--- src/rtl/cordic_pkg.sv ---
// Shared definitions for the CORDIC sharing controller: default data width,
// the +/-90 degree range limits in Q16.16, and the scheduler state encoding.
package cordic_pkg;

    localparam int WIDTH = 32;

    localparam logic signed [31:0] ANG_P90 = 32'sd5898240;
    localparam logic signed [31:0] ANG_N90 = -32'sd5898240;

    typedef enum logic [1:0] {
        ST_IDLE  = 2'd0,
        ST_START = 2'd1,
        ST_WAIT  = 2'd2,
        ST_RESP  = 2'd3
    } state_e;

endpackage

--- src/rtl/cordic_share_ctrl_rr_pick.sv ---
// Combinational round-robin picker: returns the first valid index at or after
// ptr (circular), its one-hot grant, and whether anything was valid at all.
module rr_pick #(
    parameter int N_REQ = 4,
    parameter int PW    = $clog2(N_REQ)
) (
    input  logic [N_REQ-1:0] valid,
    input  logic [PW-1:0]    ptr,
    output logic [N_REQ-1:0] grant,
    output logic [PW-1:0]    idx,
    output logic             any
);

    function automatic logic [PW-1:0] slot_of(input logic [PW-1:0] p, input int off);
        int s;
        s = int'(p) + off;
        if (s >= N_REQ) begin
            s = s - N_REQ;
        end
        return PW'(s);
    endfunction

    // Scan from the farthest offset down so the nearest valid slot wins.
    always_comb begin
        logic [PW-1:0] s;
        grant = '0;
        idx   = '0;
        any   = 1'b0;
        s     = '0;
        for (int off = N_REQ - 1; off >= 0; off--) begin
            s = slot_of(ptr, off);
            if (valid[s]) begin
                grant    = '0;
                grant[s] = 1'b1;
                idx      = s;
                any      = 1'b1;
            end
        end
    end

endmodule

--- src/rtl/cordic_share_ctrl.sv ---
// Round-robin scheduler sharing one CORDIC sin/cos engine among N_REQ clients:
// range-checks angles, sequences start/done, and routes results to the owner.
module cordic_share_ctrl #(
    parameter int WIDTH   = cordic_pkg::WIDTH,
    parameter int N_REQ   = 4,
    parameter int TIMEOUT = 64
) (
    input  logic                   clk,
    input  logic                   rst,
    input  logic [N_REQ-1:0]       req_valid,
    input  logic [N_REQ*WIDTH-1:0] req_theta,
    output logic [N_REQ-1:0]       req_ready,
    output logic [N_REQ-1:0]       rsp_valid,
    output logic                   rsp_err,
    output logic [WIDTH-1:0]       rsp_sin,
    output logic [WIDTH-1:0]       rsp_cos,
    output logic                   cordic_start,
    output logic [WIDTH-1:0]       cordic_theta,
    input  logic [WIDTH-1:0]       cordic_sin,
    input  logic [WIDTH-1:0]       cordic_cos,
    input  logic                   cordic_done,
    output logic                   busy
);

    import cordic_pkg::*;

    localparam int PW = $clog2(N_REQ);
    localparam int TW = $clog2(TIMEOUT);

    localparam logic signed [WIDTH-1:0] ANG_HI = WIDTH'(ANG_P90);
    localparam logic signed [WIDTH-1:0] ANG_LO = WIDTH'(ANG_N90);
    localparam logic [TW-1:0]           T_MAX  = TW'(TIMEOUT - 1);
    localparam logic [PW-1:0]           P_LAST = PW'(N_REQ - 1);

    state_e                   state_q, state_d;
    logic [PW-1:0]            rr_ptr_q, rr_ptr_d;
    logic [PW-1:0]            owner_q, owner_d;
    logic signed [WIDTH-1:0]  theta_q, theta_d;
    logic signed [WIDTH-1:0]  sin_q, sin_d;
    logic signed [WIDTH-1:0]  cos_q, cos_d;
    logic                     err_q, err_d;
    logic                     done_q, done_d;
    logic [TW-1:0]            timer_q, timer_d;

    logic [N_REQ-1:0]         pick_grant;
    logic [PW-1:0]            pick_idx;
    logic                     pick_any;
    logic signed [WIDTH-1:0]  pick_theta;
    logic                     pick_bad;
    logic                     done_rise;

    rr_pick #(
        .N_REQ (N_REQ),
        .PW    (PW)
    ) u_pick (
        .valid (req_valid),
        .ptr   (rr_ptr_q),
        .grant (pick_grant),
        .idx   (pick_idx),
        .any   (pick_any)
    );

    assign pick_theta = req_theta[int'(pick_idx)*WIDTH +: WIDTH];
    assign pick_bad   = (pick_theta > ANG_HI) || (pick_theta < ANG_LO);

    // A done level that is already high when WAIT starts must not count.
    assign done_rise  = cordic_done & ~done_q;

    always_comb begin
        state_d  = state_q;
        rr_ptr_d = rr_ptr_q;
        owner_d  = owner_q;
        theta_d  = theta_q;
        sin_d    = sin_q;
        cos_d    = cos_q;
        err_d    = err_q;
        timer_d  = timer_q;
        done_d   = cordic_done;

        unique case (state_q)
            ST_IDLE: begin
                if (pick_any) begin
                    owner_d  = pick_idx;
                    theta_d  = pick_theta;
                    rr_ptr_d = (pick_idx == P_LAST) ? '0 : pick_idx + 1'b1;
                    err_d    = pick_bad;
                    state_d  = pick_bad ? ST_RESP : ST_START;
                end
            end
            ST_START: begin
                timer_d = '0;
                state_d = ST_WAIT;
            end
            ST_WAIT: begin
                if (done_rise) begin
                    sin_d   = cordic_sin;
                    cos_d   = cordic_cos;
                    err_d   = 1'b0;
                    state_d = ST_RESP;
                end else if (timer_q == T_MAX) begin
                    err_d   = 1'b1;
                    state_d = ST_RESP;
                end else begin
                    timer_d = timer_q + 1'b1;
                end
            end
            ST_RESP: begin
                state_d = ST_IDLE;
            end
            default: begin
                state_d = ST_IDLE;
            end
        endcase
    end

    always_ff @(posedge clk) begin
        if (rst) begin
            state_q  <= ST_IDLE;
            rr_ptr_q <= '0;
            owner_q  <= '0;
            theta_q  <= '0;
            sin_q    <= '0;
            cos_q    <= '0;
            err_q    <= 1'b0;
            done_q   <= 1'b0;
            timer_q  <= '0;
        end else begin
            state_q  <= state_d;
            rr_ptr_q <= rr_ptr_d;
            owner_q  <= owner_d;
            theta_q  <= theta_d;
            sin_q    <= sin_d;
            cos_q    <= cos_d;
            err_q    <= err_d;
            done_q   <= done_d;
            timer_q  <= timer_d;
        end
    end

    // Grants are only offered from IDLE and never while reset is applied.
    always_comb begin
        req_ready    = '0;
        rsp_valid    = '0;
        rsp_err      = 1'b0;
        cordic_start = 1'b0;
        busy         = (state_q != ST_IDLE);
        if ((state_q == ST_IDLE) && !rst) begin
            req_ready = pick_grant;
        end
        if (state_q == ST_RESP) begin
            rsp_valid[owner_q] = 1'b1;
            rsp_err            = err_q;
        end
        if (state_q == ST_START) begin
            cordic_start = 1'b1;
        end
    end

    assign rsp_sin      = sin_q;
    assign rsp_cos      = cos_q;
    assign cordic_theta = theta_q;

endmodule

--- config.mk ---
export PLATFORM = sky130hd
export DESIGN_NAME = cordic_share_ctrl
export DESIGN_NICKNAME = d
export VERILOG_FILES = /design/src/rtl/cordic_pkg.sv /design/src/rtl/cordic_share_ctrl_rr_pick.sv /design/src/rtl/cordic_share_ctrl.sv
export SDC_FILE = /design/constraint.sdc
export NUM_CORES = 1
export LEC_CHECK = 0
export ABC_AREA = 1
export BUFFER_PORTS_ARGS = -buffer_cell sky130_fd_sc_hd__buf_2
export CORE_MARGIN = 3
export CORE_UTILIZATION = 42
export DETAILED_ROUTE_END_ITERATION = 10
export PLACE_DENSITY = 0.8
export SLEW_MARGIN = 10
export SYNTH_ARGS = -nofsm -noshare
export SYNTH_HDL_FRONTEND = slang
export SYNTH_SLANG_ARGS = --single-unit
--- constraint.sdc ---
create_clock -name clk -period 2.6 [get_ports clk]
set_input_delay 0.13 -clock clk [delete_from_list [all_inputs] [get_ports clk]]
set_output_delay 0.13 -clock clk [all_outputs]
set_load 0.01 [all_outputs]
# ---- Word-level counts from Yosys, hierarchy flattened
# Cells that the tools add are included.
dict set report word_totals {
  register_bits 110
  elab_cells 114
  out_inout_bits 107
  input_bits 199
}
dict set report op_classes {
  bitwise 2
  reduce_logical 17
  mux 51
  magnitude_cmp 16
  n_addsub 9
  shifts 1
  eq_ne 9
}
# operator count
set op_table {}
lappend op_table {{128-bit by 8-bit indexed part select with 32-bit output} 1}
lappend op_table {{32-bit by 24-bit > comparator with 1-bit output (second input constant)} 1}
lappend op_table {{32-bit by 24-bit < comparator with 1-bit output (second input constant)} 1}
lappend op_table {{2-bit 2-to-1 mux} 13}
lappend op_table {{4-bit 2-to-1 mux} 6}
lappend op_table {{1-bit 2-to-1 mux} 18}
lappend op_table {{2-bit by 3-bit < comparator with 1-bit output (second input constant)} 5}
lappend op_table {{6-bit 2-to-1 mux} 2}
lappend op_table {{6-bit case mux with 2 select lines} 1}
lappend op_table {{1-bit demux with 2-bit select} 5}
lappend op_table {{2-bit by 1-bit >= comparator with 1-bit output (second input constant)} 5}
lappend op_table {{3-bit >= comparator (second input constant)} 3}
lappend op_table {{1-bit binary-select mux with 2-bit select} 4}
lappend op_table {{2-bit case mux with 4 select lines} 1}
lappend op_table {{2-bit by 1-bit subtractor with 2-bit output (second input constant)} 4}
lappend op_table {{2-bit by 2-bit adder with 3-bit output (second input constant)} 2}
lappend op_table {{6-bit by 1-bit adder with 6-bit output (second input constant)} 1}
lappend op_table {{2-bit equality test (second input constant)} 3}
lappend op_table {{6-bit equality test (second input constant)} 1}
lappend op_table {{1-bit logical AND} 6}
lappend op_table {{2-bit inequality test (second input constant)} 3}
lappend op_table {{2-bit AND reduction} 3}
lappend op_table {{3-bit AND reduction} 2}
lappend op_table {{2-bit nonzero test} 3}
lappend op_table {{11 further kinds} 11}

# ---- Depth between registers and ports, before layout
dict set report depth {
  depth_word 15
  depth_mapped 26
  mapped_depth_nobuf 23
}

# ---- Hierarchy
# A second synthesis with hierarchy kept.
dict set report unflattened {
  cells_unflattened 905
  area_unflattened_um2 5734.2
}
# mod area_each_um2 seq_area_each_um2 cells_each instances
set modules_own_cells {}
lappend modules_own_cells {cordic_share_ctrl 5247.5 2202.1 817 1}
lappend modules_own_cells {rr_pick 486.7 0.0 88 1}

# ---- Least setup slack after synthesis
# OpenSTA, ideal clock, no wires.
dict set report synth_path {
  path_type {register -> register}
  from {register rr_ptr_q[0]}
  to {register err_q}
  setup_slack_ns -0.029
  path_stages_with_launch 26
  t_arrival_ns 2.496
  path_buffers 3
  setup_ns 0.133
  required_ns 2.467
  period_less_slack_ns 2.629
  path_cell_list {dfxtp_1 buf_6 inv_4 ha_1 inv_1 nand3_2 nand2_2 inv_2 nand2_2 nand2_2 nand2_4 nand2_2 buf_6 buf_6 nand2_1 nand3_1 nand2_1 nand2_1 nor2_1 nand2_1 nor2_1 nand2_1 nand3_1 nand2_1 nand2_1 a21oi_1}
}
dict set report synth_via {
  elab_chain_cells 14
  word_cells_on_any_way 39
  classes_between {7 x add/sub; 6 x order compare; 1 x eq/ne; 1 x shift; 22 x mux; 2 x reduce/logical}
}
# item line_no
set synth_lines {}
lappend synth_lines {{start: declaration} cordic_share_ctrl.sv:36} ;# logic [PW-1:0] rr_ptr_q, rr_ptr_d;
lappend synth_lines {{start signal: assignment} cordic_share_ctrl.sv:129} ;# rr_ptr_q <= rr_ptr_d;
lappend synth_lines {{2-bit by 2-bit adder with 3-bit output} cordic_share_ctrl_rr_pick.sv:16} ;# s = int'(p) + off;
lappend synth_lines {{3-bit >= comparator / 2-bit by 1-bit subtractor with 2-bit output (equally long branches)} {cordic_share_ctrl_rr_pick.sv:17, cordic_share_ctrl_rr_pick.sv:18}}
lappend synth_lines {{2-bit 2-to-1 mux} cordic_share_ctrl_rr_pick.sv:17} ;# if (s >= N_REQ) begin
lappend synth_lines {{1-bit binary-select mux with 2-bit select} cordic_share_ctrl_rr_pick.sv:32} ;# if (valid[s]) begin
lappend synth_lines {{1-bit 2-to-1 mux (implied by the code)} cordic_share_ctrl_rr_pick.sv:32}
lappend synth_lines {{2-bit 2-to-1 mux (4 in a row)} cordic_share_ctrl_rr_pick.sv:32}
lappend synth_lines {{128-bit by 8-bit indexed part select with 32-bit output} cordic_share_ctrl.sv:63} ;# assign pick_theta = req_theta[int'(pick_idx)*WIDTH +: WIDTH];
lappend synth_lines {{32-bit by 24-bit > comparator with 1-bit output / 32-bit by 24-bit < comparator with 1-bit output (equally long branches)} cordic_share_ctrl.sv:64} ;# assign pick_bad = (pick_theta > ANG_HI) || (pick_theta < ANG_LO);
lappend synth_lines {{1-bit logical OR} cordic_share_ctrl.sv:64}
lappend synth_lines {{1-bit 2-to-1 mux} cordic_share_ctrl.sv:82} ;# if (pick_any) begin
lappend synth_lines {{1-bit case mux with 2 select lines} cordic_share_ctrl.sv:80} ;# unique case (state_q)
lappend synth_lines {{end signal: assignment} cordic_share_ctrl.sv:134} ;# err_q <= err_d;
lappend synth_lines {{end: declaration} cordic_share_ctrl.sv:41} ;# logic err_q, err_d;
# Several ways; a longest one is shown, not always the timed one. The select of a mux whose other input is x is not followed.
# A chain may end at the register's enable or synchronous reset.

# ---- Worst setup path after layout
# Same ends and word-level chain as after synthesis.

==> flow_results.xml <==
<?xml version="1.0" encoding="UTF-8"?>
<metrics>
  <group name="outcome">
    <metric name="outcome" unit="">finished, violations left</metric>
    <metric name="failing_checks" unit="">setup timing</metric>
  </group>
  <group name="timing">
    <metric name="maxClockFrequency" unit="MHz">380</metric>
    <metric name="worstMarginPinSlew" unit="ps">579</metric>
    <metric name="final.period_utilization" unit="%">101</metric>
    <metric name="timing.final.hold_violations" unit="">0</metric>
    <metric name="finClkSkew" unit="ps">9.16</metric>
    <metric name="final_setup_violation_count" unit="">2</metric>
    <metric name="setup_total_negative_slack" unit="ps">-38.5</metric>
    <metric name="layout_setup_ws" unit="ps">-31.0</metric>
    <metric name="grt_setup_unrepaired" unit="">yes</metric>
    <metric name="worst_slew_margin_rel" unit="%">61.4</metric>
    <metric name="fin_crit" unit="ps">2630</metric>
    <metric name="timing_max_transition_violations_final" unit="">0</metric>
  </group>
  <group name="pwr">
    <metric name="power_report.internal_total" unit="mW">5.91</metric>
    <metric name="pwr_density_cell" unit="nW/um^2">1240</metric>
    <metric name="sw_frac_of_total" unit="%">48.0</metric>
    <metric name="share_comb_of_total_power" unit="%">67.1</metric>
    <metric name="switchingPower" unit="mW">5.45</metric>
    <metric name="sequentialPowerShare" unit="%">20.8</metric>
    <metric name="p_leak" unit="nW">4.98</metric>
    <metric name="vdd_ir_drop_max" unit="mV">0.644</metric>
    <metric name="clock_network_fraction_of_design_power" unit="%">12.1</metric>
  </group>
  <group name="detailed_routing">
    <metric name="detailroute.via_count" unit="">7785</metric>
    <metric name="drtAntennaViolNets" unit="">0</metric>
    <metric name="route.final.wire_length" unit="um">23000</metric>
    <metric name="detail_route.first_pass.iterations" unit="">7</metric>
    <metric name="avgViaCountPerCell" unit="">5.27</metric>
    <metric name="wire_length_per_cell_after_detailed_routing" unit="um">15.6</metric>
    <metric name="drcViolationCount" unit="">0</metric>
    <metric name="drt_first_iter_violations" unit="">531</metric>
  </group>
  <group name="critical_path">
    <metric name="crit_path_frequent_cell" unit="">sky130_fd_sc_hd__nand2_1</metric>
    <metric name="crit_path_cell_trace" unit="">inv_4 &gt; ha_4 &gt; inv_2 &gt; nand3_2 &gt; nand2_2 &gt; inv_4 &gt; nand2_4 &gt; nand2_4 &gt; nand2_8 &gt; nand2_8 &gt; buf_6 &gt; nand2_1 &gt; nand3_1 &gt; nand2_2 &gt; nand2_1 &gt; nor2_2 &gt; nand2_1 &gt; nor2_1 &gt; nand2_1 &gt; nand3_2 &gt; nand2_1 &gt; nand2_1 &gt; a21oi_2</metric>
    <metric name="crit-reg2reg-launch" unit="">rr_ptr_q[0]</metric>
    <metric name="worst-setup-path-type" unit="">register to register</metric>
    <metric name="crit_path_max_incr_delay" unit="ps">370</metric>
    <metric name="timing.critical_path.from_type" unit="">register</metric>
    <metric name="cp-startpoint" unit="">rr_ptr_q[0]</metric>
    <metric name="worstPathBufferInverterCount" unit="">4</metric>
    <metric name="crit_required" unit="ps">2840</metric>
    <metric name="worstPathArrival" unit="ps">2870</metric>
    <metric name="cpMaxStageDelayCell" unit="">sky130_fd_sc_hd__dfxtp_4</metric>
    <metric name="cp_max_fo" unit="">6</metric>
    <metric name="cp_top_family" unit="">simple AND/OR/NAND/NOR gates</metric>
    <metric name="endpoint_kind" unit="">register</metric>
  </group>
  <group name="final_layout">
    <metric name="final_common_cell" unit="">sky130_fd_sc_hd__buf_2</metric>
    <metric name="fillers" unit="">1169</metric>
    <metric name="num-nets-final" unit="">1504</metric>
    <metric name="layout.cells.most_common_list" unit="">305 x sky130_fd_sc_hd__buf_2, 199 x sky130_fd_sc_hd__nand2_1, 154 x sky130_fd_sc_hd__nor2_1, 120 x sky130_fd_sc_hd__nand3_1, 108 x sky130_fd_sc_hd__dfxtp_1</metric>
    <metric name="filler_free_cell_count_of_the_finished_design" unit="">1478</metric>
    <metric name="layout-area-overhead-vs-synth" unit="%">52.2</metric>
    <metric name="layout-drive-gt1-share" unit="%">33.9</metric>
  </group>
  <group name="synthesis">
    <metric name="seq_total_area_yosys" unit="%">36.5</metric>
    <metric name="synth_largest_type_area_fraction" unit="%">36.5</metric>
    <metric name="netlist-cell-type-count" unit="">34</metric>
    <metric name="mappedNetlistNets" unit="">1149</metric>
    <metric name="synth.largest_area_cell" unit="">sky130_fd_sc_hd__dfxtp_1</metric>
    <metric name="ys.warnings.count" unit="">0</metric>
    <metric name="avgSynthCellArea" unit="um^2">6.44</metric>
    <metric name="syn-instance-count" unit="">937</metric>
    <metric name="synth_area_leaders" unit="">sky130_fd_sc_hd__dfxtp_1 36%, sky130_fd_sc_hd__nand2_1 14%, sky130_fd_sc_hd__nand3_1 11%</metric>
    <metric name="synth_seq_cells" unit="">110</metric>
    <metric name="netlist_area" unit="um^2">6030</metric>
  </group>
  <group name="placement">
    <metric name="place.detailed.hpwl" unit="um">14900</metric>
    <metric name="port_buffers" unit="">305</metric>
    <metric name="placed_cells" unit="">1394</metric>
    <metric name="finalWeightedCongestion" unit="">0.875</metric>
  </group>
  <group name="global_routing">
    <metric name="grt_first_pass_wirelength" unit="um">34700</metric>
    <metric name="grt_pass1_vias" unit="">7206</metric>
    <metric name="grt_antenna_before_repair" unit="">1</metric>
    <metric name="gr-total-overflow" unit="">0</metric>
    <metric name="grt_use_total" unit="%">26.4</metric>
    <metric name="grt_max_degree" unit="">66</metric>
  </group>
  <group name="clocking">
    <metric name="cts-buffers-inserted" unit="">9</metric>
    <metric name="clkSinkCount" unit="">110</metric>
    <metric name="clock_tree.htree_level_count" unit="">3</metric>
    <metric name="worstSkewPairLatency" unit="ps">360</metric>
    <metric name="clk_pin_slew" unit="ps">80</metric>
    <metric name="clock_tree_from_tritoncts" unit="">yes</metric>
    <metric name="cts-root-to-sink-buffers" unit="">2</metric>
    <metric name="clock-root-buffer" unit="">sky130_fd_sc_hd__clkbuf_16</metric>
  </group>
  <group name="die">
    <metric name="core_area" unit="um^2">14000</metric>
    <metric name="die_w" unit="um">126</metric>
    <metric name="die-area" unit="um^2">15800</metric>
    <metric name="num_io_pins" unit="">306</metric>
    <metric name="fp.dieH" unit="um">126</metric>
    <metric name="initial_utilization" unit="%">43.1</metric>
    <metric name="rows" unit="">43</metric>
  </group>
  <group name="hold_path">
    <metric name="hold_crit_start" unit="">cordic_sin[6]</metric>
    <metric name="hp-class" unit="">input port to register</metric>
  </group>
  <group name="run">
    <metric name="drv_cap" unit="">0</metric>
  </group>
</metrics>
-- state kept, by name (all words and copies together), names as in the netlist --
signal,cells
cordic_theta,32
rsp_cos,32
rsp_sin,32
timer_q,6
owner_q,2
rr_ptr_q,2
state_q,2
done_q,1
err_q,1
-- power by group through the flow --
stage	combinational, mW	sequential [mW]	clock, mW
floorplan	4.01	2.53	0
global placement	6.03	2.36	0
detailed placement	6.11	2.37	0
CTS	6.41	2.35	1.39
global route	8.38	2.40	1.46
finish	7.62	2.36	1.37
-- area by class of cell --
| class | instances | area (um^2) | share of cell area [%] |
|---|---|---|---|
| Multi-Input combinational cell | 692 | 3490 | 38.0 |
| Tap cell | 180 | 225 | 2.45 |
| Inverter | 78 | 300 | 3.27 |
| Clock inverter | 7 | 63.8 | 0.695 |
| Timing Repair Buffer | 401 | 2670 | 29.1 |
| Clock buffer | 9 | 225 | 2.45 |
| Antenna cell | 1 | 2.50 | 0.0272 |
| Sequential cell | 110 | 2210 | 24.0 |
-- per-layer routing --
metal | part of all wire (%) | wire, um | global-route usage [%] | up-vias
met3 | 8.1 | 1870 | 5.39 | 64
met2 | 48 | 11100 | 44.1 | 397
met4 | 4.1 | 936 | 12.2 | 0
li1 | - | - | - | 3754
met5 | 0 | 0 | 0 | -
met1 | 40 | 9110 | 32.8 | 3570
-- kinds of logic after synthesis --
| group | after synthesis | synth area share [%] |
|---|---|---|
| flops | 110 | 36.5 |
| xor+xnor | 1 | 0.145 |
| simple gates | 551 | 38.9 |
| fa+ha+maj | 13 | 2.70 |
| compound gates | 126 | 12.3 |
| buf+inv | 136 | 9.48 |
-- worst min-delay path: stages --
cell	delay, ps
sky130_fd_sc_hd__buf_2	80
sky130_fd_sc_hd__nor2_1	40
sky130_fd_sc_hd__nor2_1	80
-- worst paths after layout --
check,end,slack [ps],cells after the start
max,err_q,-30,23
min,rsp_sin[6],7,3
max reg2reg,err_q,-30,23
min reg2reg,err_q,470,2
-- synth_stat cells --
cell / number
sky130_fd_sc_hd__o211ai_1: 32
sky130_fd_sc_hd__o221ai_1: 3
sky130_fd_sc_hd__inv_1: 68
sky130_fd_sc_hd__nand3_1: 128
sky130_fd_sc_hd__dfxtp_1: 110
sky130_fd_sc_hd__buf_1: 6
sky130_fd_sc_hd__nand2_2: 10
sky130_fd_sc_hd__a22oi_1: 1
sky130_fd_sc_hd__clkinv_1: 1
sky130_fd_sc_hd__or2_2: 3
sky130_fd_sc_hd__nand2_4: 3
sky130_fd_sc_hd__ha_1: 13
sky130_fd_sc_hd__nor3_1: 9
sky130_fd_sc_hd__a211oi_1: 5
sky130_fd_sc_hd__o21ai_2: 1
sky130_fd_sc_hd__nand2_1: 225
sky130_fd_sc_hd__nor2_1: 159
sky130_fd_sc_hd__nor3b_1: 1
sky130_fd_sc_hd__nor2_2: 1
sky130_fd_sc_hd__inv_2: 8
sky130_fd_sc_hd__xor2_1: 1
sky130_fd_sc_hd__o21ai_0: 67
sky130_fd_sc_hd__nand3_2: 1
sky130_fd_sc_hd__a21oi_1: 15
sky130_fd_sc_hd__inv_4: 1
sky130_fd_sc_hd__buf_6: 5
sky130_fd_sc_hd__nand3b_1: 8
sky130_fd_sc_hd__and3_1: 1
sky130_fd_sc_hd__a31oi_1: 1
sky130_fd_sc_hd__nand4_1: 2
sky130_fd_sc_hd__buf_4: 2
sky130_fd_sc_hd__clkbuf_1: 34
sky130_fd_sc_hd__buf_2: 11
sky130_fd_sc_hd__o22ai_1: 1
-- through the flow --
| step | area (um^2) | setup WS [ps] | util (%) | total power [mW] | hold slack (ps) |
|---|---|---|---|---|---|
| detailed placement | 7870 | -27.0 | 56.2 | 8.48 | 356 |
| finish | 9190 | -31.0 | 65.7 | 11.4 | 6.77 |
| global route | 9190 | -201 | 65.7 | 12.2 | 9.73 |
| CTS | 8790 | 7.66 | 62.8 | 10.1 | 0.0485 |
| global placement | 7870 | 3.71 | 56.2 | 8.39 | 344 |
| floorplan | 6050 | 67.8 | - | 6.55 | 250 |
-- what timing repair did --
item / 4_1_cts / 5_1_grt
setup endpoints to repair: 2 / 2
hold endpoints to repair: 52 / 0
buffers inserted: 0 / 6
hold buffers: 52 / 0
resized for setup: 12 / 55
gates cloned: 2 / 7
pin swaps: 1 / 28
No activity file was read; power rests on OpenSTA's default activity.
